[config.mk]
export PLATFORM = sky130hd
export DESIGN_NAME = text_console_writer
export DESIGN_NICKNAME = d
export VERILOG_FILES = /design/src/rtl/text_console_writer_pkg.sv /design/src/rtl/text_console_writer.sv
export SDC_FILE = /design/constraint.sdc
export NUM_CORES = 1
export LEC_CHECK = 0
export BUFFER_PORTS_ARGS = -buffer_cell sky130_fd_sc_hd__buf_2
export CAP_MARGIN = 0
export CELL_PAD_IN_SITES_DETAIL_PLACEMENT = 0
export CELL_PAD_IN_SITES_GLOBAL_PLACEMENT = 1
export CORE_MARGIN = 4
export CORE_UTILIZATION = 49
export DETAILED_ROUTE_END_ITERATION = 16
export GPL_ROUTABILITY_DRIVEN = 0
export GPL_TIMING_DRIVEN = 0
export PLACE_DENSITY_LB_ADDON = 0.1
export SLEW_MARGIN = 20
export SYNTH_ARGS = -nofsm -noshare
export SYNTH_HDL_FRONTEND = slang
export SYNTH_SLANG_ARGS = --single-unit
[constraint.sdc]
create_clock -name clk -period 7 [get_ports clk]
set_input_delay 0.35 -clock clk [delete_from_list [all_inputs] [get_ports clk]]
set_output_delay 0.35 -clock clk [all_outputs]
set_load 0.02 [all_outputs]
[src/rtl/text_console_writer_pkg.sv]
// Shared definitions for the text console writer: control-byte codes and FSM states.
package text_console_writer_pkg;

   localparam logic [7:0] ASCII_BS    = 8'h08;
   localparam logic [7:0] ASCII_LF    = 8'h0A;
   localparam logic [7:0] ASCII_FF    = 8'h0C;
   localparam logic [7:0] ASCII_CR    = 8'h0D;
   localparam logic [7:0] ASCII_SPACE = 8'h20;
   localparam logic [7:0] ASCII_TILDE = 8'h7E;

   typedef enum logic [2:0] {
      ST_CLEAR,
      ST_IDLE,
      ST_WRITE,
      ST_SCR_RD,
      ST_SCR_WR,
      ST_SCR_CLR
   } state_t;

   function automatic logic is_printable(input logic [7:0] b);
      return (b >= ASCII_SPACE) && (b <= ASCII_TILDE);
   endfunction

endpackage

[src/rtl/text_console_writer.sv]
// Turns a keyboard byte stream into text-RAM writes plus cursor position; handles CR/LF/BS/FF, scroll, clear.
// One byte per 2 cycles when printable; char_ready drops while writing, scrolling or clearing.
module text_console_writer
   import text_console_writer_pkg::*;
#(
   parameter int COLS           = 80,
   parameter int ROWS           = 40,
   parameter int ADDR_W         = 12,
   parameter int SCROLL_EN      = 1,
   parameter int CLEAR_ON_RESET = 1
) (
   input  logic              clk,
   input  logic              reset,
   input  logic              char_valid,
   input  logic [7:0]        char_data,
   output logic              char_ready,
   output logic              ram_we,
   output logic [ADDR_W-1:0] ram_addr,
   output logic [7:0]        ram_din,
   input  logic [7:0]        ram_dout,
   output logic [7:0]        cursor_x,
   output logic [7:0]        cursor_y,
   output logic              busy
);

   localparam logic [ADDR_W-1:0] CELL_LAST     = ADDR_W'(COLS * ROWS - 1);
   localparam logic [ADDR_W-1:0] ROW_LAST_BASE = ADDR_W'((ROWS - 1) * COLS);
   localparam logic [ADDR_W-1:0] COLS_A        = ADDR_W'(COLS);
   localparam logic [ADDR_W-1:0] COLS_P1       = ADDR_W'(COLS + 1);
   localparam logic [ADDR_W-1:0] ONE_A         = ADDR_W'(1);
   localparam logic [7:0]        X_MAX         = 8'(COLS - 1);
   localparam logic [7:0]        Y_MAX         = 8'(ROWS - 1);
   localparam state_t            RESET_ST      = (CLEAR_ON_RESET != 0) ? ST_CLEAR : ST_IDLE;
   localparam state_t            SCROLL_ENTRY  = (ROWS == 1) ? ST_SCR_CLR : ST_SCR_RD;

   state_t            state_q, state_d;
   logic [7:0]        x_q, x_d, y_q, y_d;
   logic [ADDR_W-1:0] lin_q, lin_d, a_q, a_d, addr_q, addr_d;
   logic [7:0]        din_q, din_d;
   logic              first_q, first_d, pend_q, pend_d;
   logic              we_q, we_d, ready_q, ready_d, busy_q, busy_d;

   logic accept, at_last_col, at_last_row, at_origin, scroll_start;

   assign accept       = char_valid && ready_q;
   assign at_last_col  = (x_q == X_MAX);
   assign at_last_row  = (y_q == Y_MAX);
   assign at_origin    = (x_q == 8'd0) && (y_q == 8'd0);
   assign scroll_start = ((state_q == ST_IDLE) || (state_q == ST_WRITE)) &&
                         ((state_d == ST_SCR_RD) || (state_d == ST_SCR_CLR));

   always_ff @(posedge clk or posedge reset) begin
      if (reset) state_q <= RESET_ST;
      else       state_q <= state_d;
   end

   always_comb begin
      state_d = state_q;
      case (state_q)
         ST_CLEAR:   if (!first_q && a_q == CELL_LAST) state_d = ST_IDLE;
         ST_IDLE: begin
            if (accept) begin
               if (is_printable(char_data) || (char_data == ASCII_BS && !at_origin))
                  state_d = ST_WRITE;
               else if (char_data == ASCII_FF)
                  state_d = ST_CLEAR;
               else if (char_data == ASCII_LF && at_last_row && SCROLL_EN != 0)
                  state_d = SCROLL_ENTRY;
            end
         end
         ST_WRITE:   state_d = pend_q ? SCROLL_ENTRY : ST_IDLE;
         ST_SCR_RD:  state_d = ST_SCR_WR;
         ST_SCR_WR:  state_d = (a_q == CELL_LAST) ? ST_SCR_CLR : ST_SCR_RD;
         ST_SCR_CLR: if (a_q == CELL_LAST) state_d = ST_IDLE;
         default:    state_d = RESET_ST;
      endcase
   end

   always_comb begin
      x_d = x_q;  y_d = y_q;  lin_d = lin_q;  a_d = a_q;
      addr_d = addr_q;  din_d = din_q;  first_d = first_q;  pend_d = pend_q;
      we_d = 1'b0;
      case (state_q)
         ST_CLEAR: begin
            // first cycle out of reset only primes the write of cell 0
            if (first_q) begin
               first_d = 1'b0;  we_d = 1'b1;  addr_d = '0;  din_d = ASCII_SPACE;
            end else if (a_q == CELL_LAST) begin
               x_d = 8'd0;  y_d = 8'd0;  lin_d = '0;
            end else begin
               a_d = a_q + ONE_A;  addr_d = a_q + ONE_A;  we_d = 1'b1;  din_d = ASCII_SPACE;
            end
         end
         ST_IDLE: begin
            if (accept) begin
               if (is_printable(char_data)) begin
                  we_d = 1'b1;  addr_d = lin_q;  din_d = char_data;
                  if (!at_last_col) begin
                     x_d = x_q + 8'd1;  lin_d = lin_q + ONE_A;
                  end else if (!at_last_row) begin
                     x_d = 8'd0;  y_d = y_q + 8'd1;  lin_d = lin_q + ONE_A;
                  end else if (SCROLL_EN != 0) begin
                     x_d = 8'd0;  y_d = Y_MAX;  lin_d = ROW_LAST_BASE;  pend_d = 1'b1;
                  end else begin
                     x_d = 8'd0;  y_d = 8'd0;  lin_d = '0;
                  end
               end else if (char_data == ASCII_BS) begin
                  if (!at_origin) begin
                     we_d = 1'b1;  addr_d = lin_q - ONE_A;  din_d = ASCII_SPACE;
                     lin_d = lin_q - ONE_A;
                     if (x_q == 8'd0) begin
                        x_d = X_MAX;  y_d = y_q - 8'd1;
                     end else begin
                        x_d = x_q - 8'd1;
                     end
                  end
               end else if (char_data == ASCII_CR) begin
                  x_d = 8'd0;  lin_d = lin_q - ADDR_W'(x_q);
               end else if (char_data == ASCII_LF) begin
                  x_d = 8'd0;
                  if (!at_last_row) begin
                     y_d = y_q + 8'd1;  lin_d = lin_q - ADDR_W'(x_q) + COLS_A;
                  end else if (SCROLL_EN != 0) begin
                     y_d = Y_MAX;  lin_d = ROW_LAST_BASE;
                  end else begin
                     y_d = 8'd0;  lin_d = '0;
                  end
               end else if (char_data == ASCII_FF) begin
                  a_d = '0;  first_d = 1'b0;  we_d = 1'b1;  addr_d = '0;  din_d = ASCII_SPACE;
               end
            end
         end
         // The write in SCR_WR carries the cell read one slot earlier; din_q holds it meanwhile.
         ST_SCR_RD: begin
            if (!first_q) begin
               we_d = 1'b1;  addr_d = a_q - COLS_P1;
            end
         end
         ST_SCR_WR: begin
            din_d = ram_dout;  first_d = 1'b0;
            if (a_q == CELL_LAST) begin
               a_d = CELL_LAST - COLS_A;  addr_d = CELL_LAST - COLS_A;  we_d = 1'b1;
            end else begin
               a_d = a_q + ONE_A;  addr_d = a_q + ONE_A;
            end
         end
         ST_SCR_CLR: begin
            if (a_q != CELL_LAST) begin
               a_d = a_q + ONE_A;  addr_d = a_q + ONE_A;  we_d = 1'b1;  din_d = ASCII_SPACE;
            end
         end
         default: ;
      endcase
      if (scroll_start) begin
         pend_d  = 1'b0;
         first_d = 1'b1;
         a_d     = (ROWS == 1) ? '0 : COLS_A;
         addr_d  = (ROWS == 1) ? '0 : COLS_A;
         we_d    = (ROWS == 1);
         din_d   = ASCII_SPACE;
      end
      ready_d = (state_d == ST_IDLE);
      busy_d  = (state_d != ST_IDLE);
   end

   always_ff @(posedge clk or posedge reset) begin
      if (reset) begin
         x_q <= 8'd0;  y_q <= 8'd0;  lin_q <= '0;  a_q <= '0;
         addr_q <= '0;  din_q <= 8'd0;  first_q <= 1'b1;  pend_q <= 1'b0;
         we_q <= 1'b0;  ready_q <= 1'b0;  busy_q <= 1'b1;
      end else begin
         x_q <= x_d;  y_q <= y_d;  lin_q <= lin_d;  a_q <= a_d;
         addr_q <= addr_d;  din_q <= din_d;  first_q <= first_d;  pend_q <= pend_d;
         we_q <= we_d;  ready_q <= ready_d;  busy_q <= busy_d;
      end
   end

   assign char_ready = ready_q;
   assign ram_we     = we_q;
   assign ram_addr   = addr_q;
   assign ram_din    = din_q;
   assign cursor_x   = x_q;
   assign cursor_y   = y_q;
   assign busy       = busy_q;

endmodule

; After elaboration in Yosys (flattened, before gate mapping)
; Cells that the tools add are included.
[classes]
addsub = 10
magnitude_cmp = 2
eq_ne = 41
mux = 101
reduce_logical = 32
[ops]
columns = cell, count
row1 = 12-bit 2-to-1 mux, 28
row2 = 8-bit 2-to-1 mux, 30
row3 = 12-bit case mux with 5 select lines, 1
row4 = 12-bit case mux with 4 select lines, 1
row5 = 8-bit by 4-bit equality test with 1-bit output (second input constant), 4
row6 = 8-bit case mux with 2 select lines, 2
row7 = 8-bit case mux with 4 select lines, 1
row8 = 3-bit inequality test (second input constant), 10
row9 = 1-bit 2-to-1 mux, 26
row10 = 12-bit by 1-bit adder with 12-bit output (second input constant), 2
row11 = 12-bit case mux with 2 select lines, 1
row12 = 3-bit 2-to-1 mux, 7
row13 = 3-bit case mux with 6 select lines, 1
row14 = 9-bit AND reduction, 2
row15 = 8-bit by 1-bit adder with 8-bit output (second input constant), 2
row16 = 8-bit zero test, 2
row17 = 4-bit inequality test (second input constant), 4
row18 = 8-bit by 1-bit subtractor with 8-bit output (second input constant), 2
row19 = 5-bit inequality test (second input constant), 3
row20 = 12-bit by 7-bit adder with 12-bit output (second input constant), 1
row21 = 12-bit equality test (second input constant), 1
row22 = 12-bit inequality test (second input constant), 1
row23 = 2-bit nonzero test, 6
row24 = 12-bit by 1-bit subtractor with 12-bit output (second input constant), 1
row25 = 31 further kinds, 47
[word_totals]
reg_bits = 68
elab_cells = 198

; Depth between registers and ports, before layout
; Gate-level depths: netlist of the first run.
[logic_depth]
word_depth = 13
mapped_depth = 13
depth_no_buf = 13

; Least setup slack after synthesis of the first run
; Ideal clock, no wire load.
[synth_path]
path_kind = register to register
start = reg x_q[0], in the netlist cursor_x[0]
end = reg lin_q[9]
setup_ps = 88
arrival_time_ps = 3111
setup_slack_ps = 3801
stages_incl_launch_ff = 12
cell_sequence = dfrtp_1 ha_1 inv_1 fa_1 a211oi_1 o21ai_0 a211oi_1 a31oi_1 nor4_2 a2111oi_0 o211ai_1 nor3b_1
[synth_between]
elab_chain_cells = 9
word_cells_on_any_way = 15
[synth_rtl]
columns = item, line_no
row1 = start: declaration, text_console_writer.sv:37  ; logic [7:0] x_q, x_d, y_q, y_d;
row2 = start signal: assignment, text_console_writer.sv:168  ; x_q <= 8'd0; y_q <= 8'd0; lin_q <= '0; a_q <= '0;
row3 = start signal: assignment, text_console_writer.sv:172  ; x_q <= x_d; y_q <= y_d; lin_q <= lin_d; a_q <= a_d;
row4 = 12-bit by 8-bit subtractor with 12-bit output, "text_console_writer.sv:118, text_console_writer.sv:122"
row5 = 12-bit by 7-bit adder with 12-bit output, text_console_writer.sv:122  ; y_d = y_q + 8'd1; lin_d = lin_q - ADDR_W'(x_q) + COLS_A;
row6 = 12-bit 2-to-1 mux, text_console_writer.sv:121  ; if (!at_last_row) begin
row7 = 12-bit 2-to-1 mux, text_console_writer.sv:119  ; end else if (char_data == ASCII_LF) begin
row8 = 12-bit 2-to-1 mux, text_console_writer.sv:117  ; end else if (char_data == ASCII_CR) begin
row9 = 12-bit 2-to-1 mux, text_console_writer.sv:107  ; end else if (char_data == ASCII_BS) begin
row10 = 12-bit 2-to-1 mux, text_console_writer.sv:96  ; if (is_printable(char_data)) begin
row11 = 12-bit 2-to-1 mux, text_console_writer.sv:95  ; if (accept) begin
row12 = 12-bit case mux with 2 select lines, text_console_writer.sv:83  ; case (state_q)
row13 = end signal: assignment, text_console_writer.sv:168
row14 = end signal: assignment, text_console_writer.sv:172
row15 = end: declaration, text_console_writer.sv:38  ; logic [ADDR_W-1:0] lin_q, lin_d, a_q, a_d, addr_q, addr_d;
; Several ways; a longest one is shown, not always the timed one. The select of a mux whose other input is x is not followed.
; A chain may end at the register's enable or synchronous reset.

; Final worst setup path of the first run
[layout_path]
start = reg lin_q[0]
end = reg lin_q[9]
[layout_between]
elab_chain_cells = 9
word_cells_on_any_way = 14
[layout_rtl]
columns = item, line_no
row1 = 12-bit by 8-bit subtractor with 12-bit output, "text_console_writer.sv:118, text_console_writer.sv:122"
row2 = 12-bit by 7-bit adder with 12-bit output, text_console_writer.sv:122
row3 = 12-bit 2-to-1 mux, text_console_writer.sv:121
row4 = 12-bit 2-to-1 mux, text_console_writer.sv:119
row5 = 12-bit 2-to-1 mux, text_console_writer.sv:117
row6 = 12-bit 2-to-1 mux, text_console_writer.sv:107
row7 = 12-bit 2-to-1 mux *, text_console_writer.sv:96
row8 = 12-bit 2-to-1 mux *, text_console_writer.sv:95
row9 = 12-bit case mux with 2 select lines *, text_console_writer.sv:83
; Every way passes the cells marked *; elsewhere a longest branch is shown, timed or not. The select of a mux whose other input is x is not followed.

==> results.py, run 1 <==
metrics = {
    "flow_run": {
        "cap_violations": 0,
    },
    "final_layout": {
        "finalNetCount": 907,
        "areaGrowthSynthToFinish_pct": 14.2,
        "diodes": 0,
        "stdcell_count": 1041,
        "fillerInstances": 1158,
        "final_layout_size_suffix_gt1_share_pct": 14.2,
    },
    "logic_synthesis": {
        "ys_seq_elements": 68,
        "yosysSeqAreaShare_pct": 27.8,
        "synth_cells": 800,
        "yosys.cell_count.top_type": "o21ai_0",
        "synth_edf_count": 0,
        "synth.top_cell.area_share_pct": 27.0,
        "synth.area.top_cells": "dfrtp_1 27%, o21ai_0 6.9%, nand2_1 4.7%",
        "synth_nets": 839,
        "synth_area_um2": 6130,
        "syn_avg_cell_area_um2": 7.66,
        "yosysUniqueCellTypes": 84,
        "synth_top_flop_cell": "dfrtp_1",
        "synth_warnings": 0,
        "synth_top_cell_by_area": "dfrtp_1",
        "async_reset_ff_share_pct": 100,
        "synthTopCellsByCount": "84 x o21ai_0, 77 x nand2_1, 66 x dfrtp_1, 57 x a21oi_1, 56 x nor2_1",
    },
    "hold_path": {
        "hp-class": "in -> reg",
        "hp-start": "ram_dout[7]",
        "hold_path_end": "ram_din[7]",
        "holdPathStages": 2,
    },
    "critical_path": {
        "critPathMaxFanout": 9,
        "cp_slowest_cell": "a211oi_1",
        "crit_arrival_ps": 4120,
        "reg2reg_depth": 12,
        "rr_endpoint": "lin_q[9]",
        "max_stage_delay_ps": 500,
        "endpoint_kind": "flip-flop",
        "regToRegSetupSlack_ps": 3140,
        "timing.rr.start": "lin_q[0]",
        "cp_cell_sequence": "inv_1, ha_1, inv_1, fa_1, a211oi_1, o21ai_0, a211oi_1, a31oi_1, nor4_2, a2111oi_0, o211ai_1, nor3b_1",
        "path_class": "reg -> reg",
        "cp-start-kind": "flip-flop",
        "worst_ep_required_time_ps": 7260,
    },
    "drt": {
        "drt-total-wl_um": 21500,
        "drtIter0Drc": 766,
        "dr.pass1.iters": 5,
        "vias": 6865,
        "wl_per_cell_um": 20.6,
        "via_per_inst": 6.59,
        "postRouteAntennaNets": 0,
        "drc_errors": 0,
    },
    "power": {
        "seqPwrFrac_pct": 19.4,
        "power.internal_w": 0.00161,
        "power_density_nw_per_um2": 463,
        "combPwrFrac_pct": 64.5,
        "clock_power_share_pct": 16.1,
        "swShare_pct": 50.2,
        "leakagePower_nw": 2.86,
        "p_sw_w": 0.00163,
        "ir_drop_uv": 193,
    },
    "die": {
        "core_area_um2": 12100,
        "die-height_um": 120,
        "io_pins": 58,
        "fp-row-count": 40,
        "initial_core_util_pct": 50.6,
        "die-area_um2": 14400,
        "chipWidth_um": 120,
    },
    "timing": {
        "setup_viol": 0,
        "worst_pin_slew_ps": 1020,
        "drv_slew": 0,
        "period_share_pct": 55.1,
        "period_minus_slack_ps": 3860,
        "fmax_ghz": 0.259,
        "hold_slack_ps": 225,
        "finalHoldViolations": 0,
        "tns_ps": 0,
        "rsz0062_at_grt": "no",
        "finalClockSkew_ps": 7.53,
        "slew_headroom_pct": 31.1,
    },
    "grt": {
        "antenna_found_initial": 0,
        "grt_pass1_wl_um": 34000,
        "grt_util_all_layers_pct": 29.6,
        "grt_pass1_vias": 6226,
        "gr-total-overflow": 0,
        "grt_start_max_net_pins": 47,
    },
    "place": {
        "hpwl_um": 15900,
        "place_inst": 1024,
        "port_buffers": 55,
    },
    "clock_tree": {
        "clkLatencyLatePin_ps": 350,
        "cts_inserted_buffers": 9,
        "clk_pin_slew_worst_paths_ps": 60,
        "cts.sinks": 68,
        "cts_htree_levels": 3,
        "cts_resized": 0,
        "ctsLongestPathBuffers": 2,
        "cts-root-buf": "clkbuf_16",
        "cts_tree": "done",
    },
    "outcome": {
        "outcome": "finished, final reports clean",
    },
}
power by group through the flow:
| stage | registers [W] | clock network, W | logic [W] |
|---|---|---|---|
| after global routing | 0.000645 | 0.000550 | 0.00226 |
| final | 0.000629 | 0.000522 | 0.00209 |
| after CTS | 0.000625 | 0.000528 | 0.00205 |
| after detailed placement | 0.000630 | 0 | 0.00204 |
| after global placement | 0.000625 | 0 | 0.00200 |
| after floorplan | 0.000687 | 0 | 0.00143 |
layout by cell type, fill, tap and decap left out, types with 19 or more instances in the layout:
cell,synthesis,routed
nand2_1,77,77
o31ai_1,19,19
a21oi_1,57,57
o21ai_0,84,84
o22ai_1,22,22
nor3_1,39,39
nand3_1,26,26
buf_2,7,62
clkbuf_1,45,45
ha_1,19,19
nor2_1,56,56
inv_1,28,27
dfrtp_1,66,66
cells by family after synthesis:
kind of cell	Yosys count	synth area share, %
AOI/OAI and AO/OA	293	30.9
xor gates and xnor gates	17	2.43
adders and majority gates	20	4.21
buffers and inverters	89	6.92
DFF	68	27.8
muxes	7	1.23
and+or+nand+nor	306	26.5
flip-flops by register name (all words and copies together) (netlist names):
signal,flops
a_q,12
busy,1
char_ready,1
cursor_x,8
cursor_y,8
first_q,1
lin_q,12
pend_q,1
ram_addr,12
ram_din,8
ram_we,1
state_q,3
stage by stage:
| stage | utilization, % | setup WS (ps) | total power [W] | instance area, µm² |
|---|---|---|---|---|
| after detailed placement | 54.9 | 3200 | 0.00267 | 6650 |
| after floorplan | - | 3800 | 0.00211 | 6130 |
| final | 57.8 | 3140 | 0.00324 | 7000 |
| after CTS | 57.8 | 3160 | 0.00320 | 7000 |
| after global routing | 57.8 | 2810 | 0.00346 | 7000 |
| after global placement | 54.6 | 3240 | 0.00263 | 6610 |
metal layers:
layer	global-route usage (%)	vias up	share of wire (%)
met5	0	-	0
met4	12.5	0	3.6
met3	5.00	64	9.5
met2	43.3	358	43
met1	43.0	3284	44
li1	-	3159	-
what timing repair did:
action	CTS	global route
hold buffers	1	0
hold endpoints to repair	22	0
buffers inserted	0	0
critical path: cells and delay by family, from the launching register on:
kind,cells,cell delay [ps]
and+or+nand+nor,2,690
AOI/OAI and AO/OA,6,1780
DFF,1,470
adders and majority gates,2,610
buffers and inverters,2,210
how the worst max path moves through the flow:
stage,start,end,cells past startpoint
2_1_floorplan,cursor_x[0],lin_q[9],11
3_3_place_gp,lin_q[0],lin_q[9],12
3_5_place_dp,lin_q[0],lin_q[9],12
4_1_cts,lin_q[0],lin_q[9],12
5_1_grt,lin_q[0],lin_q[9],12
6_report,lin_q[0],lin_q[9],12
layout make-up:
type	instances	area (µm²)	area share, %
Tap cell	168	210	3.00
Multi-Input combinational cell	643	4010	57.3
Sequential cell	68	1700	24.4
Clock buffer	11	253	3.61
Buffer	61	319	4.56
Clock inverter	5	83.8	1.20
Inverter	28	108	1.54
Timing Repair Buffer	57	313	4.47
(Power assumes the default switching activity.)
==> inputs of run 2 (changes only) <==
Settings changed: CORE_UTILIZATION 49 to 41.
Clock period 7 ns to 3.4 ns, I/O delays scaled along.
==> run 2 against run 1 <==
Against the previous run: wire length increased by 5.5%; maximum frequency up 19%; non-clock buffer count up 6; largest power group unchanged; setup slack got worse by 3000 ps.
==> results.py, run 2 (same netlist as run 1, synthesis figures left out) <==
metrics = {
    "outcome": {
        "outcome": "finished, final reports clean",
    },
    "final_layout": {
        "fillerInstances": 1460,
        "finalNetCount": 913,
        "stdcell_count": 1063,
        "diodes": 0,
        "post-route-util_pct": 49.1,
        "final_layout_size_suffix_gt1_share_pct": 17.7,
        "areaGrowthSynthToFinish_pct": 17.0,
        "final_cell_mix": "82 x o21ai_0, 77 x nand2_1, 62 x buf_2, 62 x dfrtp_1, 56 x a21oi_1",
        "mostFrequentLayoutCell": "o21ai_0",
    },
    "die": {
        "die-height_um": 130,
        "initial_core_util_pct": 42.0,
        "chipWidth_um": 130,
        "io_pins": 58,
        "fp-row-count": 44,
        "die-area_um2": 17000,
        "core_area_um2": 14600,
    },
    "clock_tree": {
        "cts.sinks": 68,
        "cts-root-buf": "clkbuf_16",
        "clk_pin_slew_worst_paths_ps": 60,
        "cts_inserted_buffers": 9,
        "cts_tree": "done",
        "cts_htree_levels": 3,
        "ctsLongestPathBuffers": 2,
        "clkLatencyLatePin_ps": 350,
    },
    "grt": {
        "grt_util_all_layers_pct": 27.0,
        "grt_pass1_wl_um": 35600,
        "grt_start_max_net_pins": 36,
        "antenna_found_initial": 1,
        "grt_pass1_vias": 6352,
        "gr-total-overflow": 0,
    },
    "timing": {
        "rsz0062_at_grt": "yes",
        "finalHoldViolations": 0,
        "tns_ps": 0,
        "slew_headroom_pct": 40.4,
        "fmax_ghz": 0.308,
        "period_minus_slack_ps": 3250,
        "setup_viol": 0,
        "finalClockSkew_ps": 9.69,
        "worst_pin_slew_ps": 886,
        "period_share_pct": 95.5,
        "drv_slew": 0,
    },
    "power": {
        "p_sw_w": 0.00350,
        "ir_drop_uv": 341,
        "swShare_pct": 50.6,
        "seqPwrFrac_pct": 18.8,
        "leakagePower_nw": 2.93,
        "combPwrFrac_pct": 67.4,
        "power_density_nw_per_um2": 966,
        "power.internal_w": 0.00342,
        "clock_power_share_pct": 13.8,
    },
    "hold_path": {
        "hp-start": "ram_dout[7]",
        "hold_path_end": "ram_din[7]",
        "holdPathStages": 2,
        "hp-class": "in -> reg",
    },
    "drt": {
        "via_per_inst": 6.43,
        "postRouteAntennaNets": 0,
        "dr.pass1.iters": 6,
        "wl_per_cell_um": 21.3,
        "drt-total-wl_um": 22600,
        "vias": 6836,
        "drtIter0Drc": 668,
        "drc_errors": 0,
    },
    "place": {
        "port_buffers": 55,
        "hpwl_um": 16700,
        "place_inst": 1040,
    },
    "critical_path": {
        "regToRegSetupSlack_ps": 150,
        "crit_arrival_ps": 3470,
        "reg2reg_depth": 13,
        "timing.rr.start": "lin_q[0]",
        "rr_endpoint": "lin_q[11]",
        "path_class": "reg -> reg",
        "endpoint_kind": "flip-flop",
        "cp-start-kind": "flip-flop",
        "worst_ep_required_time_ps": 3630,
        "critPathMaxFanout": 9,
    },
    "flow_run": {
        "cap_violations": 0,
    },
}
[run 2: area by class of cell]
cell class              count  area, µm²  share of cell area, %
repair buffers             64        358                   4.99
flip-flops and latches     68       1710                   23.8
clock inverters             2       35.0                  0.489
multi-input cells         643       4150                   57.9
clock buffers              14        254                   3.54
well taps                 184        230                   3.21
plain buffers              60        323                   4.50
inverters                  28        108                   1.50
[run 2: what timing repair did]
item	4_1_cts	5_1_grt
setup buffers	1	6
gates cloned	0	0
hold buffers	1	0
gates resized for setup	10	34
hold endpoints to repair	31	0
endpoints found under the setup margin	56	49
pin swaps	3	5
[run 2: worst max-delay path by stage]
stage | slack [ps] | to | cells after the start | from
after floorplan | 200 | lin_q[9] | 11 | cursor_x[0]
after global placement | -460 | cursor_y[2] | 11 | cursor_x[1]
after detailed placement | -500 | cursor_y[2] | 11 | cursor_x[1]
after CTS | 9 | ram_addr[9] | 9 | cursor_y[3]
after global routing | -30 | lin_q[10] | 11 | cursor_x[5]
final | 150 | lin_q[11] | 13 | lin_q[0]
[run 2: worst max-delay path: stages, from the launching register on]
cell and delay (ps):
dfrtp_2 470, inv_2 110, ha_1 160, inv_1 60, fa_2 380, a211oi_4 310
o21ai_1 140, a211oi_2 400, a31oi_1 150, nor4_2 400, buf_4 200, a211oi_1 90
mux2i_1 180, nand2_1 70
[run 2: routing by layer]
| metal | vias up | global-route usage, % | part of all wire (%) |
|---|---|---|---|
| met5 | - | 0 | 0.035 |
| met2 | 309 | 42.7 | 47 |
| met4 | 2 | 10.8 | 2.7 |
| met3 | 43 | 4.26 | 8.0 |
| li1 | 3161 | - | - |
| met1 | 3321 | 36.8 | 43 |
[run 2: metrics by stage]
step	hold slack (ps)	total power, W	cell area (µm²)	setup slack (ps)
2_1_floorplan	310	0.00435	6130	201
3_3_place_gp	402	0.00551	6630	-462
3_5_place_dp	223	0.00557	6660	-498
4_1_cts	61.3	0.00663	7010	8.84
5_1_grt	95.2	0.00744	7170	-28.0
6_report	59.8	0.00692	7170	154
[run 2: power by group through the flow]
stage / Combinational, W / Clock [W] / Sequential (W)
floorplan: 0.00294 / 0 / 0.00141
global placement: 0.00422 / 0 / 0.00129
detailed placement: 0.00427 / 0 / 0.00130
CTS: 0.00437 / 0.000969 / 0.00129
global route: 0.00510 / 0.000999 / 0.00134
finish: 0.00466 / 0.000956 / 0.00130
